File: src/rtl/spike_detect_axis.sv
// AXI-Stream running-mean spike detector: sliding-window mean per sample plus
// a spike flag when a sample departs from the previous mean by more than thr.
//
// Ports:
//   clk, resetn      clock, asynchronous active-low reset
//   threshold        spike threshold, taken with each accepted sample
//   clear            synchronous flush of window, fill state and spike counter
//   s_axis_*         input sample stream (data/valid/ready)
//   m_axis_data      floor mean of the window including the current sample
//   m_axis_user      [0] spike, [1] window full
//   m_axis_valid/_ready output stream handshake
//   spike_count      saturating number of emitted spikes
module spike_detect_axis #(
    parameter int DATA_W   = 32,
    parameter int LOG2_WIN = 3,
    parameter int MODE     = 0,
    parameter int CNT_W    = 16
) (
    input  logic              clk,
    input  logic              resetn,
    input  logic [DATA_W-1:0] threshold,
    input  logic              clear,
    input  logic [DATA_W-1:0] s_axis_data,
    input  logic              s_axis_valid,
    output logic              s_axis_ready,
    output logic [DATA_W-1:0] m_axis_data,
    output logic [1:0]        m_axis_user,
    output logic              m_axis_valid,
    input  logic              m_axis_ready,
    output logic [CNT_W-1:0]  spike_count
);

    localparam int N     = 2 ** LOG2_WIN;
    localparam int SUM_W = DATA_W + LOG2_WIN;

    typedef enum logic {
        FILL = 1'b0,
        RUN  = 1'b1
    } state_e;

    state_e state_q, state_d;

    logic [SUM_W-1:0]    sum_q, sum_d, sum_nxt;
    logic [LOG2_WIN-1:0] wr_ptr_q, wr_ptr_d;
    logic [LOG2_WIN-1:0] fill_cnt_q, fill_cnt_d;
    logic [DATA_W-1:0]   win_q [N];

    logic [DATA_W-1:0] mdata_q, mdata_d;
    logic [1:0]        muser_q, muser_d;
    logic              mvalid_q, mvalid_d;
    logic [CNT_W-1:0]  cnt_q, cnt_d;

    logic              accept;
    logic              fill_last;
    logic              full_out;
    logic              spike_en;
    logic              spike_raw;
    logic              spike;
    logic [DATA_W-1:0] old;
    logic [DATA_W-1:0] mean_old;

    // Single output register: a new sample may enter whenever the held
    // output is empty or leaving this cycle. Clear blocks intake.
    assign s_axis_ready = (~mvalid_q | m_axis_ready) & ~clear;
    assign accept       = s_axis_valid & s_axis_ready;

    assign fill_last = (fill_cnt_q == LOG2_WIN'(N - 1));

    // ---------------- FSM: state register ----------------
    always_ff @(posedge clk or negedge resetn) begin
        if (!resetn) begin
            state_q <= FILL;
        end else begin
            state_q <= state_d;
        end
    end

    // ---------------- FSM: next state ----------------
    always_comb begin
        state_d = state_q;
        if (clear) begin
            state_d = FILL;
        end else begin
            case (state_q)
                FILL: if (accept && fill_last) state_d = RUN;
                RUN:  state_d = RUN;
                default: state_d = FILL;
            endcase
        end
    end

    // ---------------- FSM: outputs ----------------
    always_comb begin
        spike_en = 1'b0;
        full_out = 1'b0;
        case (state_q)
            FILL: begin
                spike_en = 1'b0;
                full_out = fill_last;
            end
            RUN: begin
                spike_en = 1'b1;
                full_out = 1'b1;
            end
            default: begin
                spike_en = 1'b0;
                full_out = 1'b0;
            end
        endcase
    end

    // While filling, the RAM holds stale data from before the last flush,
    // so the evicted value is taken as zero.
    assign old      = (state_q == RUN) ? win_q[wr_ptr_q] : '0;
    assign sum_nxt  = sum_q - SUM_W'(old) + SUM_W'(s_axis_data);
    assign mean_old = DATA_W'(sum_q >> LOG2_WIN);

    generate
        if (MODE == 0) begin : g_above
            // One extra bit so mean+thr cannot wrap.
            logic [DATA_W:0] limit;
            assign limit     = {1'b0, mean_old} + {1'b0, threshold};
            assign spike_raw = ({1'b0, s_axis_data} > limit);
        end else begin : g_abs
            logic [DATA_W-1:0] dev;
            assign dev = (s_axis_data >= mean_old) ?
                         (s_axis_data - mean_old) :
                         (mean_old - s_axis_data);
            assign spike_raw = (dev > threshold);
        end
    endgenerate

    assign spike = spike_raw & spike_en;

    // ---------------- datapath next state ----------------
    always_comb begin
        sum_d      = sum_q;
        wr_ptr_d   = wr_ptr_q;
        fill_cnt_d = fill_cnt_q;
        cnt_d      = cnt_q;
        mdata_d    = mdata_q;
        muser_d    = muser_q;
        mvalid_d   = mvalid_q;

        if (clear) begin
            sum_d      = '0;
            wr_ptr_d   = '0;
            fill_cnt_d = '0;
            cnt_d      = '0;
        end else if (accept) begin
            sum_d    = sum_nxt;
            wr_ptr_d = wr_ptr_q + LOG2_WIN'(1);
            if (state_q == FILL) begin
                fill_cnt_d = fill_cnt_q + LOG2_WIN'(1);
            end
            if (spike && (cnt_q != '1)) begin
                cnt_d = cnt_q + CNT_W'(1);
            end
        end

        // Held output survives a clear; it only leaves on a transfer.
        if (accept) begin
            mvalid_d = 1'b1;
            mdata_d  = DATA_W'(sum_nxt >> LOG2_WIN);
            muser_d  = {full_out, spike};
        end else if (m_axis_ready) begin
            mvalid_d = 1'b0;
        end
    end

    // ---------------- registers ----------------
    always_ff @(posedge clk or negedge resetn) begin
        if (!resetn) begin
            sum_q      <= '0;
            wr_ptr_q   <= '0;
            fill_cnt_q <= '0;
            cnt_q      <= '0;
            mdata_q    <= '0;
            muser_q    <= '0;
            mvalid_q   <= 1'b0;
        end else begin
            sum_q      <= sum_d;
            wr_ptr_q   <= wr_ptr_d;
            fill_cnt_q <= fill_cnt_d;
            cnt_q      <= cnt_d;
            mdata_q    <= mdata_d;
            muser_q    <= muser_d;
            mvalid_q   <= mvalid_d;
        end
    end

    // Window storage carries no reset; FILL masks its contents.
    always_ff @(posedge clk) begin
        if (accept) begin
            win_q[wr_ptr_q] <= s_axis_data;
        end
    end

    assign m_axis_data  = mdata_q;
    assign m_axis_user  = muser_q;
    assign m_axis_valid = mvalid_q;
    assign spike_count  = cnt_q;

endmodule

File: config.mk
export PLATFORM = sky130hd
export DESIGN_NAME = spike_detect_axis
export DESIGN_NICKNAME = d
export VERILOG_FILES = /design/src/rtl/spike_detect_axis.sv
export SDC_FILE = /design/constraint.sdc
export NUM_CORES = 1
export LEC_CHECK = 0
export CAP_MARGIN = 20
export CORE_MARGIN = 5
export CORE_UTILIZATION = 30
export DETAILED_ROUTE_END_ITERATION = 8
export RECOVER_POWER = 25
export SETUP_SLACK_MARGIN = 0.1
export SYNTH_ARGS = -nofsm -noshare
export SYNTH_HDL_FRONTEND = slang
export SYNTH_SLANG_ARGS = --single-unit
export TNS_END_PERCENT = 20
File: constraint.sdc
create_clock -name clk -period 9.4 [get_ports clk]
set_input_delay 2.82 -clock clk [delete_from_list [all_inputs] [get_ports clk]]
set_output_delay 2.82 -clock clk [all_outputs]
set_load 0.02 [all_outputs]
======== Word-level counts from Yosys, hierarchy flattened ========
Memory sizes are Yosys's and may differ from the RTL's.
Index checks and enable logic that the tools add are counted.
operators by class
  $add $sub $neg .......................... 6
  order comparisons ....................... 1
  equal/unequal tests ..................... 3
  multiplexer cells ....................... 20
  bitwise logic cells ..................... 7
  reductions and logical operators ........ 7
operators with widths
  cell                                           count
  two-way mux 35 bit                             2
  two-way mux 16 bit                             3
  adder 35 x 32 -> 35 bit                        1
  subtractor 35 x 32 -> 35 bit                   1
  adder 32 x 32 -> 33 bit                        1
  > comparator 32 x 33 -> 1 bit                  1
  two-way mux 32 bit                             1
  adder 16 x 1 -> 16 bit, second input constant  1
  inequality test 16 bit, second input constant  1
  two-way mux 3 bit                              5
  adder 3 x 1 -> 3 bit, second input constant    2
  two-way mux 1 bit                              6
  one-hot mux 1 bit (2 select lines)             3
  nonzero test 2 bit                             3
  AND reduction 2 bit                            2
  bitwise AND 1 bit                              3
  equality test 3 bit, second input constant     1
  inverter 1 bit                                 3
  logical AND 1 bit                              2
  inequality test 2 bit, second input constant   1
  bitwise OR 1 bit                               1
storage, ports and cells
  bits in registers ....................... 93
  memory bits (writable) .................. 256
  input port bits ......................... 69
  output and inout port bits .............. 52
  word-level logic and storage cells ...... 53
  memories ................................ 1
memory list
  memory  depth  width  rd ports  clocked after memory_dff  write ports  RTL line  RTL
  win_q   8      32     1         0                         1            46        logic [DATA_W-1:0] win_q [N];

======== Logic depth before layout (Yosys ltp) ========
Gate-level depths: netlist of run 1.
  depth after elaboration ................. 8
  mapped depth ............................ 22
  depth with buffers taken out ............ 21

======== Worst setup path before layout of run 1 ========
OpenSTA, ideal clock, no wires.
  path type ............................... input to register
  from .................................... input m_axis_ready
  to ...................................... memory win_q[2][0], enable pin
  arrival ................................. 6.799 ns
  data required time ...................... 8.887 ns
  slack ................................... 2.088 ns
  stages on the path ...................... 4
  buffers on the path ..................... 1
  path through ............................ nand2b_1 -> nand3_1 -> clkbuf_1 -> nor4b_1
between the ends
  word-level cells in the longest chain between the ends .. 5
ends and longest elaborated chain
  element                                  RTL line  RTL
  from (decl)                              29        input logic m_axis_ready,
  bitwise OR 1 bit                         64        assign s_axis_ready = (~mvalid_q | m_axis_ready) & ~clear;
  bitwise AND 1 bit                        64
  bitwise AND 1 bit                        65        assign accept = s_axis_valid & s_axis_ready;
  two-way mux 1 bit                        194       if (accept) begin
  two-way mux 1 bit (implied by the code)  195       win_q[wr_ptr_q] <= s_axis_data;
  to (decl)                                46
Every way passes these cells.

======== Worst setup path in the final report of run 1 ========
  from .................................... input threshold[0]
  to ...................................... register cnt_q[13], in the netlist spike_count[13]
between the ends
  word-level cells in the longest chain between the ends .. 6
ends and longest elaborated chain
  element                               RTL line  RTL
  from (decl)                           21        input logic [DATA_W-1:0] threshold,
  adder 32 x 32 -> 33 bit               122       assign limit = {1'b0, mean_old} + {1'b0, threshold};
  > comparator 32 x 33 -> 1 bit         123       assign spike_raw = ({1'b0, s_axis_data} > limit);
  bitwise AND 1 bit                     133       assign spike = spike_raw & spike_en;
  logical AND 1 bit                     156       if (spike && (cnt_q != '1)) begin
  nonzero test 2 bit (no source line)   -
  AND reduction 2 bit (no source line)  -
  to (signal assigned)                  185       cnt_q <= cnt_d;
  to (decl)                             51        logic [CNT_W-1:0] cnt_q, cnt_d;
Every way passes these cells.
A chain may end at the register's enable or synchronous reset.

==> results.yml, run 1 <==
worst_hold_path:
  hold_depth: 2
  hp-class: "reg2reg"
placement:
  place_hpwl_um: 37300
  gp_congestion: 0.913
  io_buffers: 120
  dp_cells: 2506
critical_path:
  r2r_end: "sum_q[29]"
  critPathMaxFanout: 16
  critPathMaxStageDelay_ns: 0.59
  end_kind: "flip-flop"
  worstPathCellList: "clkdlybuf4s50_1 > ha_1 > fa_1 > a211oi_1 > o21a_1 > o211ai_1 > a221o_1 > nand2_1 > nor2_1 > nor2_1 > o21ai_0 > a311o_1 > ha_1 > nand4_1 > or3_1 > o221ai_1 > a211oi_1 > nor3_4 > nor2_1 > a21o_1 > a22o_1"
  crit_end: "spike_count[13]"
  critical_path_depth: 21
  required_ns: 9.84
  reg2reg_depth: 19
  r2r_setup_slack_ns: 3.34
  cp_num_buf_inv: 1
  arrival_ns: 8.31
  crit_type: "in2reg"
  crit_slowest_cell: "nor3_4"
  cp-start-kind: "primary input"
  r2r_start: "wr_ptr_q[1]"
  crit_start: "threshold[0]"
  critPathMostFrequentCell: "nor2_1"
  critical_path.top_delay_family: "compound AO/OA/AOI/OAI gates"
status:
  violations: "max-capacitance violations, max-slew violations"
  status: "finished, violations left"
route:
  ant_nets: 0
  wire_per_inst_um: 20.3
  vias_per_cell: 4.99
  detail_route.wirelength_um: 52200
  first_pass_iters: 5
  via_count: 12876
  drcViolationCount: 0
  drtIter0Drc: 1012
pwr:
  seqPwrFrac_pct: 35.0
  ir_drop_v: 0.000146
  pwr-share-comb_pct: 36.4
  p_total_uw: 5420
  p_sw_share_pct: 35.1
  p_sw_uw: 1900
  power_leakage_uw: 0.00862
  internal_power_uw: 3510
  clock_power_share_pct: 28.6
  powerDensity_nw_per_um2: 243
global_routing:
  grt_max_degree: 67
  grt_usage_pct: 15.1
  antenna_found_initial: 6
  grt.overflow.total: 0
  grt_pass1_wl_um: 79300
  first_global_vias: 13101
timing:
  worstMarginPinSlew_ns: 2.21
  hold_viol: 0
  setup_violations: 0
  relSlewSlack_pct: -47.0
  finClkSkew_ns: 0.0202
  rsz0062_at_grt: "false"
  slew_viol_final: 40
  fin_setup_tns_ns: 0
  finalCritPeriodShare_pct: 83.8
  fmax_ghz: 0.127
  min_period_ns: 7.88
cts:
  clk_root_buffer_cell: "clkbuf_16"
  cts_resized: 0
  cts_max_path_buffers: 3
  cts_hold_buf: 0
  clock_latency_ns: 0.55
  cts_buffers: 39
  clk_transition_reported_paths_ns: 0.06
  post_cts_buffers: 0
  cts.sinks: 349
  h-tree-depth: 2
  cts_tree: "done"
yosys:
  ys_warn_count: 0
  synth_edf_count: 256
  synthesis.nets: 1785
  syn-cell-area_um2: 18700
  synth_cells: 1580
  ys_ff_latch: 349
  ys_seq_area_share_pct: 53.6
  synth_area_per_cell_um2: 11.8
  ys_async_sr_fraction_pct: 26.6
  synth_ff_type: "edfxtp_1"
  synth_cell_type_count: 67
floorplanning:
  start_util_pct: 30.3
  dieArea_um2: 67400
  rows: 91
  die_y_um: 260
  core_um2: 61700
  dieWidth_um: 260
  io_pins: 121
layout:
  utilization_pct: 36.1
  drive_gt1_share_pct: 9.08
  final_cells: 2578
  nets: 1915
  areaGrowthSynthToFinish_pct: 19.1
flow_run:
  drv_cap: 1
-- synth_stat cells (all sizes together), types with 20 or more instances --
master / number / area (µm²)
o21ai: 53 / 265
nor2b: 21 / 131
xor2: 36 / 315
fa: 33 / 661
nand3: 28 / 140
dfrtp: 93 / 2330
nor2: 85 / 319
o21a: 21 / 158
a21o: 44 / 330
mux2: 29 / 327
a22oi: 27 / 203
ha: 103 / 1290
a21oi: 89 / 445
nand2: 176 / 661
inv: 148 / 556
nand4: 20 / 125
edfxtp: 256 / 7690
clkbuf: 39 / 148
xnor2: 30 / 263
mux2i: 46 / 460
mux4: 28 / 631
-- cell usage in the layout, fill, tap and decap left out, drive strengths merged, types with 24 or more instances in the layout --
cell / instances
edfxtp: 256
nand2: 176
inv: 150
ha: 103
clkdlybuf4s50: 98
dfrtp: 93
a21oi: 89
nor2: 85
o21ai: 53
clkbuf: 50
mux2i: 46
a21o: 44
xor2: 36
fa: 33
xnor2: 30
mux2: 29
mux4: 28
nand3: 28
a22oi: 27
buf: 24
-- tightest hold or removal path, delay by kind of cell, from the launching register on --
family / cells / cell delay [ns]
flops: 1 / 0.34
simple gates: 2 / 0.10
-- worst min path at each step --
stage                            endpoint             from
after floorplan             fill_cnt_q[0]    fill_cnt_q[0]
after global placement    m_axis_data[28]  m_axis_data[28]
after detailed placement   m_axis_data[6]   m_axis_data[6]
after CTS                  m_axis_data[6]   m_axis_data[6]
after global routing       m_axis_data[9]   m_axis_data[9]
final                      m_axis_data[6]   m_axis_data[6]
-- per-layer routing --
metal,up-vias,track usage [%],wire [µm]
met5,-,0,24
met2,331,25.6,25000
met4,4,2.86,859
li1,5995,-,-
met1,6481,20.7,23500
met3,65,2.58,2880
-- area by class of cell --
type                    instances  area [µm²]
well taps                     837        1050
flip-flops and latches        349       10000
repair buffers                144        1380
fillers                      6090       39400
inverters                     148         556
clock buffers                  49        1040
clock inverters                22         249
multi-input cells            1028        7970
diodes                          1        2.50
-- cell families (layout without fill, tap and decap cells) --
kind of cell | Yosys count | after routing | synth area share, %
AOI/OAI and AO/OA | 327 | 327 | 11.5
other | 0 | 1 | 0
DFF | 349 | 349 | 53.6
and+or+nand+nor | 396 | 396 | 9.77
buffers and inverters | 203 | 363 | 4.12
xor gates and xnor gates | 66 | 66 | 3.09
adders and majority gates | 136 | 136 | 10.4
muxes | 103 | 103 | 7.58
-- sequential cells by signal, indices dropped and copies added, names as in the netlist --
name / cells
m_axis_user: 2
spike_count: 16
m_axis_valid: 1
wr_ptr_q: 3
sum_q: 35
m_axis_data: 32
win_q: 256
fill_cnt_q: 3
state_q: 1
-- through the flow --
stage / cell area [µm²] / worst slack (ns) / hold WS (ns)
floorplan: 18700 / 2.09 / 0.455
finish: 22300 / 1.52 / 0.475
detailed placement: 21000 / 1.09 / 0.463
CTS: 22300 / 1.62 / 0.478
global route: 22300 / 1.20 / 0.498
global placement: 21000 / 1.20 / 0.465
-- power by group through the flow --
stage | combinational (µW) | clock [µW] | sequential [µW]
floorplan | 1280 | 0 | 1960
global placement | 1930 | 0 | 1930
detailed placement | 1950 | 0 | 1930
CTS | 1970 | 1580 | 1900
global route | 2180 | 1650 | 1910
finish | 1970 | 1550 | 1900
Note: power is estimated with default switching activity, not from simulation.
==> run 2: changes to the inputs <==
==> constraint.sdc (replaced) <==
create_clock -name clk -period 6.7 [get_ports clk]
set_input_delay 2.01 -clock clk [delete_from_list [all_inputs] [get_ports clk]]
set_output_delay 2.01 -clock clk [all_outputs]
set_load 0.02 [all_outputs]
==> run 2 against run 1 <==
Compared with the run above:
- the run still ends with max-capacitance violations, max-slew violations left
- cell area rose by 3.1%
- core utilization increased by 1.1 points
- global-route usage increased by 0.53 points
- sequential share of layout area down 1.4 points
- clock-buffer cell count down 2
- via count increased by 2.7%
- critical path type unchanged
- largest cell class unchanged
- highest routed layer unchanged
==> results.yml, run 2 (synthesis results as in run 1) <==
timing:
  relSlewSlack_pct: -127
  worstMarginPinSlew_ns: 3.41
  fin_setup_tns_ns: 0
  finClkSkew_ns: 0.0209
  finalCritPeriodShare_pct: 94.8
  finalHoldWorstSlack_ns: 0.472
  min_period_ns: 6.35
  slew_viol_final: 58
  fin_ws_ns: 0.346
  setup_violations: 0
  fmax_ghz: 0.157
  rsz0062_at_grt: "false"
  hold_viol: 0
global_routing:
  antenna_found_initial: 5
  grt.overflow.total: 0
  grt_pass1_wl_um: 81400
  first_global_vias: 13326
  grt_usage_pct: 15.7
  grt_max_degree: 58
route:
  via_count: 13227
  wire_per_inst_um: 20.3
  detail_route.wirelength_um: 54200
  vias_per_cell: 4.96
  drcViolationCount: 0
  ant_nets: 0
  first_pass_iters: 5
  drtIter0Drc: 916
floorplanning:
  die_y_um: 260
  io_pins: 121
  start_util_pct: 30.3
  dieWidth_um: 260
  dieArea_um2: 67400
  core_um2: 61700
  rows: 91
critical_path:
  arrival_ns: 6.78
  reg2reg_depth: 16
  crit_end: "spike_count[3]"
  r2r_setup_slack_ns: 1.27
  r2r_end: "sum_q[29]"
  end_kind: "flip-flop"
  crit_start: "threshold[1]"
  cp-start-kind: "primary input"
  r2r_start: "wr_ptr_q[0]"
  crit_type: "in2reg"
  required_ns: 7.13
  critPathMaxFanout: 7
status:
  status: "finished, violations left"
  violations: "max-capacitance violations, max-slew violations"
worst_hold_path:
  hp-class: "reg2reg"
  hold_depth: 2
placement:
  place_hpwl_um: 39300
  pre_cts_ws_ns: -0.412
  io_buffers: 120
  gp_congestion: 0.941
pwr:
  powerDensity_nw_per_um2: 335
  power_leakage_uw: 0.00903
  ir_drop_v: 0.000220
layout:
  regMostFlops: "win_q"
  final_common_cell: "edfxtp_1"
  final_cell_mix: "edfxtp_1 (256), nand2_1 (175), inv_1 (148)"
  drive_gt1_share_pct: 13.9
  largest_register_ffs: 256
  nets: 2007
  fillers: 6053
  areaGrowthSynthToFinish_pct: 22.8
cts:
  clk_transition_reported_paths_ns: 0.06
  clock_latency_ns: 0.56
  cts_buffers: 38
  cts.sinks: 349
  h-tree-depth: 2
  cts_tree: "done"
  cts_max_path_buffers: 3
  clk_root_buffer_cell: "clkbuf_16"
flow_run:
  drv_cap: 1
[run 2: cell count changes in the layout (fill, tap and decap cells not counted), moves of 3 or more]
cell	delta
a211oi_1	-3
a211oi_2	+3
buf_4	+74
clkbuf_1	+13
clkdlybuf4s50_1	+3
clkinv_1	-5
dlygate4sd3_1	-4
[run 2: where the power goes]
group	total (µW)	switching [µW]	internal [µW]
Clock	2090	881	1210
Combinational	2940	1660	1280
Sequential	2660	157	2510
Total	7700	2700	5000
[run 2: worst min path at each step]
stage / from / endpoint
2_1_floorplan: fill_cnt_q[0] / fill_cnt_q[0]
3_3_place_gp: m_axis_user[1] / m_axis_user[1]
3_5_place_dp: m_axis_data[3] / m_axis_data[3]
4_1_cts: m_axis_data[3] / m_axis_data[3]
5_1_grt: m_axis_data[15] / m_axis_data[15]
6_report: m_axis_data[6] / m_axis_data[6]
[run 2: layer usage]
metal	GRT usage (%)	share of wire [%]	up-vias
met1	21.3	44	6600
met4	3.71	2.5	2
met3	2.52	5.3	86
li1	-	-	6185
met2	26.4	48	354
met5	0	0.020	-
[run 2: layout make-up]
cell class	count	area, µm²	share of cell area, %
Antenna cell	1	2.50	0.0109
Clock buffer	47	1010	4.42
Clock inverter	21	231	1.01
Inverter	148	556	2.42
Multi-Input combinational cell	1028	8040	35.0
Sequential cell	349	10000	43.6
Tap cell	837	1050	4.56
Timing Repair Buffer	237	2050	8.94
[run 2: critical path, cell delays in order]
cell	delay, ns
clkdlybuf4s50_1	0.44
ha_1	0.32
a211o_1	0.29
o211ai_1	0.14
a21oi_1	0.13
a31oi_1	0.30
nor2_2	0.15
a31oi_2	0.29
o21ai_1	0.20
a211oi_1	0.30
xor2_1	0.18
ha_1	0.29
buf_4	0.18
nand3_1	0.08
nor2_1	0.11
nand3_2	0.11
nand4_1	0.10
a211o_1	0.33
nor3_4	0.22
buf_12	0.15
buf_6	0.13
nand4_1	0.12
xor2_1	0.14
nor2_1	0.05
[run 2: timing repair]
| item | 4_1_cts | 5_1_grt |
|---|---|---|
| setup buffers | 0 | 4 |
| setup endpoints to repair | 0 | 17 |
| hold buffers | 0 | 0 |
| gates resized for setup | 0 | 19 |
[run 2: stage by stage]
step                      utilization (%)  std cells  area (µm²)  total power [µW]
after floorplan                         -       1580       18700              4550
after global placement               35.1       2594       21700              5570
after detailed placement             35.1       2594       21700              5610
after CTS                            37.1       2662       22900              7730
after global routing                 37.2       2667       23000              8170
final                                37.2       2668       23000              7700
==> run 3: changes to the inputs <==
--- a/config.mk
+++ b/config.mk
@@ -7,8 +7,9 @@
 export LEC_CHECK = 0
 export CAP_MARGIN = 20
 export CORE_MARGIN = 5
-export CORE_UTILIZATION = 30
+export CORE_UTILIZATION = 55
 export DETAILED_ROUTE_END_ITERATION = 8
+export PLACE_DENSITY = 0.75
 export RECOVER_POWER = 25
 export SETUP_SLACK_MARGIN = 0.1
 export SYNTH_ARGS = -nofsm -noshare
==> constraint.sdc (replaced) <==
create_clock -name clk -period 8.11 [get_ports clk]
set_input_delay 2.433 -clock clk [delete_from_list [all_inputs] [get_ports clk]]
set_output_delay 2.433 -clock clk [all_outputs]
set_load 0.02 [all_outputs]
==> run 3 against run 2 <==
Compared with the run above:
- the flow now finishes without violations
- cell count shrank 18%
- sequential power shrank 17%
- combinational power shrank 24%
==> results.yml, run 3 (synthesis results as in run 1) <==
placement:
  io_buffers: 120
  gp_congestion: 0.985
  place_hpwl_um: 33300
  dpl_cell_area_um2: 20500
timing:
  fmax_ghz: 0.134
  relSlewSlack_pct: 22.5
  finalCritPeriodShare_pct: 91.7
  setup_violations: 0
  fin_setup_tns_ns: 0
  hold_viol: 0
  slew_viol_final: 0
  finClkSkew_ns: 0.0166
  rsz0062_at_grt: "false"
  min_period_ns: 7.44
  worstMarginPinSlew_ns: 1.16
critical_path:
  r2r_setup_slack_ns: 2.12
  arrival_ns: 7.85
  critPathMaxStageDelay_ns: 0.57
  cp-start-kind: "primary input"
  required_ns: 8.52
  end_kind: "flip-flop"
  reg2reg_depth: 16
  r2r_end: "m_axis_data[31]"
  critPathMaxFanout: 16
  critical_path.top_delay_family: "compound AO/OA/AOI/OAI gates"
  cp_num_buf_inv: 1
  worstPathCellList: "clkdlybuf4s50_1 > ha_1 > fa_1 > a211oi_1 > o21a_1 > o211ai_1 > a221o_1 > nand2_1 > nor2_1 > nor2_1 > o21ai_0 > a311o_1 > ha_1 > nand4_1 > or3_1 > o221ai_1 > a211oi_1 > nor3_4 > nand2b_1 > o211ai_1 > o31ai_1"
  crit_type: "in2reg"
  crit_slowest_cell: "nor3_4"
  r2r_start: "wr_ptr_q[0]"
pwr:
  ir_drop_v: 0.000172
  seqPwrFrac_pct: 36.0
  pwr-share-comb_pct: 36.6
  clock_power_share_pct: 27.4
  p_sw_uw: 2120
  powerDensity_nw_per_um2: 281
  power_leakage_uw: 0.00861
  internal_power_uw: 3990
  p_sw_share_pct: 34.7
layout:
  final_common_cell: "edfxtp_1"
  regMostFlops: "win_q"
  largest_register_ffs: 256
  drive_gt1_share_pct: 9.36
  final_cell_mix: "edfxtp_1 (256), nand2_1 (176), inv_1 (148)"
  areaGrowthSynthToFinish_pct: 16.2
  nets: 1919
  stdcell_area_um2: 21700
global_routing:
  first_global_vias: 13179
  grt_pass1_wl_um: 73600
  antenna_found_initial: 0
  grt.overflow.total: 0
  grt_usage_pct: 24.7
  grt_max_degree: 77
route:
  drcViolationCount: 0
  drtIter0Drc: 957
  ant_nets: 0
  first_pass_iters: 5
  via_count: 12927
  detail_route.wirelength_um: 46800
  wire_per_inst_um: 21.4
  vias_per_cell: 5.90
floorplanning:
  io_pins: 121
  dieArea_um2: 37800
  die_y_um: 194
  rows: 67
  start_util_pct: 55.8
  core_um2: 33500
  dieWidth_um: 194
cts:
  cts_resized: 0
  clk_root_buffer_cell: "clkbuf_16"
  cts_max_path_buffers: 3
  clk_transition_reported_paths_ns: 0.06
  cts_buffers: 37
  h-tree-depth: 2
  clock_latency_ns: 0.53
  post_cts_buffers: 0
  cts.sinks: 349
  cts_tree: "done"
  cts_hold_buf: 0
worst_hold_path:
  min_to: "m_axis_data[13]"
  hp-start: "m_axis_data[13]"
  hp-class: "reg2reg"
  hold_depth: 2
flow_run:
  drv_cap: 0
status:
  status: "finished, final reports clean"
-- run 3: cell count changes in the layout (fill, tap and decap cells not counted), sizes merged --
cell / delta
buf: -75
clkbuf: -14
clkdlybuf4s50: -4
dlymetal6s2s: -1
clkinvlp: -2
dlygate4sd3: +5
clkinv: +1
inv: +2
-- run 3: per-layer routing --
| metal | part of all wire [%] | wire length [µm] | GRT usage [%] | vias to the layer above |
|---|---|---|---|---|
| met1 | 42 | 19500 | 32.9 | 6366 |
| met2 | 48 | 22500 | 41.2 | 470 |
| met4 | 3.9 | 1850 | 9.01 | 0 |
| met3 | 6.3 | 2960 | 4.19 | 97 |
| met5 | 0 | 0 | 0 | - |
| li1 | - | - | - | 5994 |
-- run 3: layout make-up --
cell class | instances | area [µm²]
sequential | 349 | 10000
clock inverter | 22 | 210
tap | 448 | 561
timing repair buffer | 150 | 1410
multi-input combinational | 1028 | 7970
clock buffer | 45 | 990
inverter | 148 | 556
fill | 2521 | 11800
antenna | 1 | 2.50
-- run 3: worst max-delay path by stage --
stage	start	to	depth (start not counted)
2_1_floorplan	m_axis_ready	win_q[2][0]	4
3_3_place_gp	threshold[0]	spike_count[6]	21
3_5_place_dp	threshold[0]	spike_count[6]	21
4_1_cts	threshold[0]	spike_count[6]	21
5_1_grt	threshold[0]	spike_count[6]	21
6_report	threshold[0]	spike_count[6]	21
-- run 3: metrics by stage --
stage	std cells	power [µW]	hold slack [ns]	worst slack, ns	util, %
2_1_floorplan	1580	3760	0.455	1.18	-
3_3_place_gp	2123	4410	0.462	0.387	61.2
3_5_place_dp	2123	4440	0.461	0.235	61.2
4_1_cts	2190	6130	0.476	0.775	64.8
5_1_grt	2190	6470	0.506	0.485	64.8
6_report	2191	6110	0.472	0.673	64.8
-- run 3: worst min-delay path: stages, from the launching register on --
cell and delay, ns:
dfrtp_1 0.34, nand2_1 0.05, nand2_1 0.06
-- run 3: power groups by stage --
stage | combinational, µW | clock [µW] | sequential [µW]
floorplan | 1490 | 0 | 2270
global placement | 2180 | 0 | 2230
detailed placement | 2210 | 0 | 2230
CTS | 2230 | 1700 | 2200
global route | 2490 | 1770 | 2220
finish | 2240 | 1680 | 2200
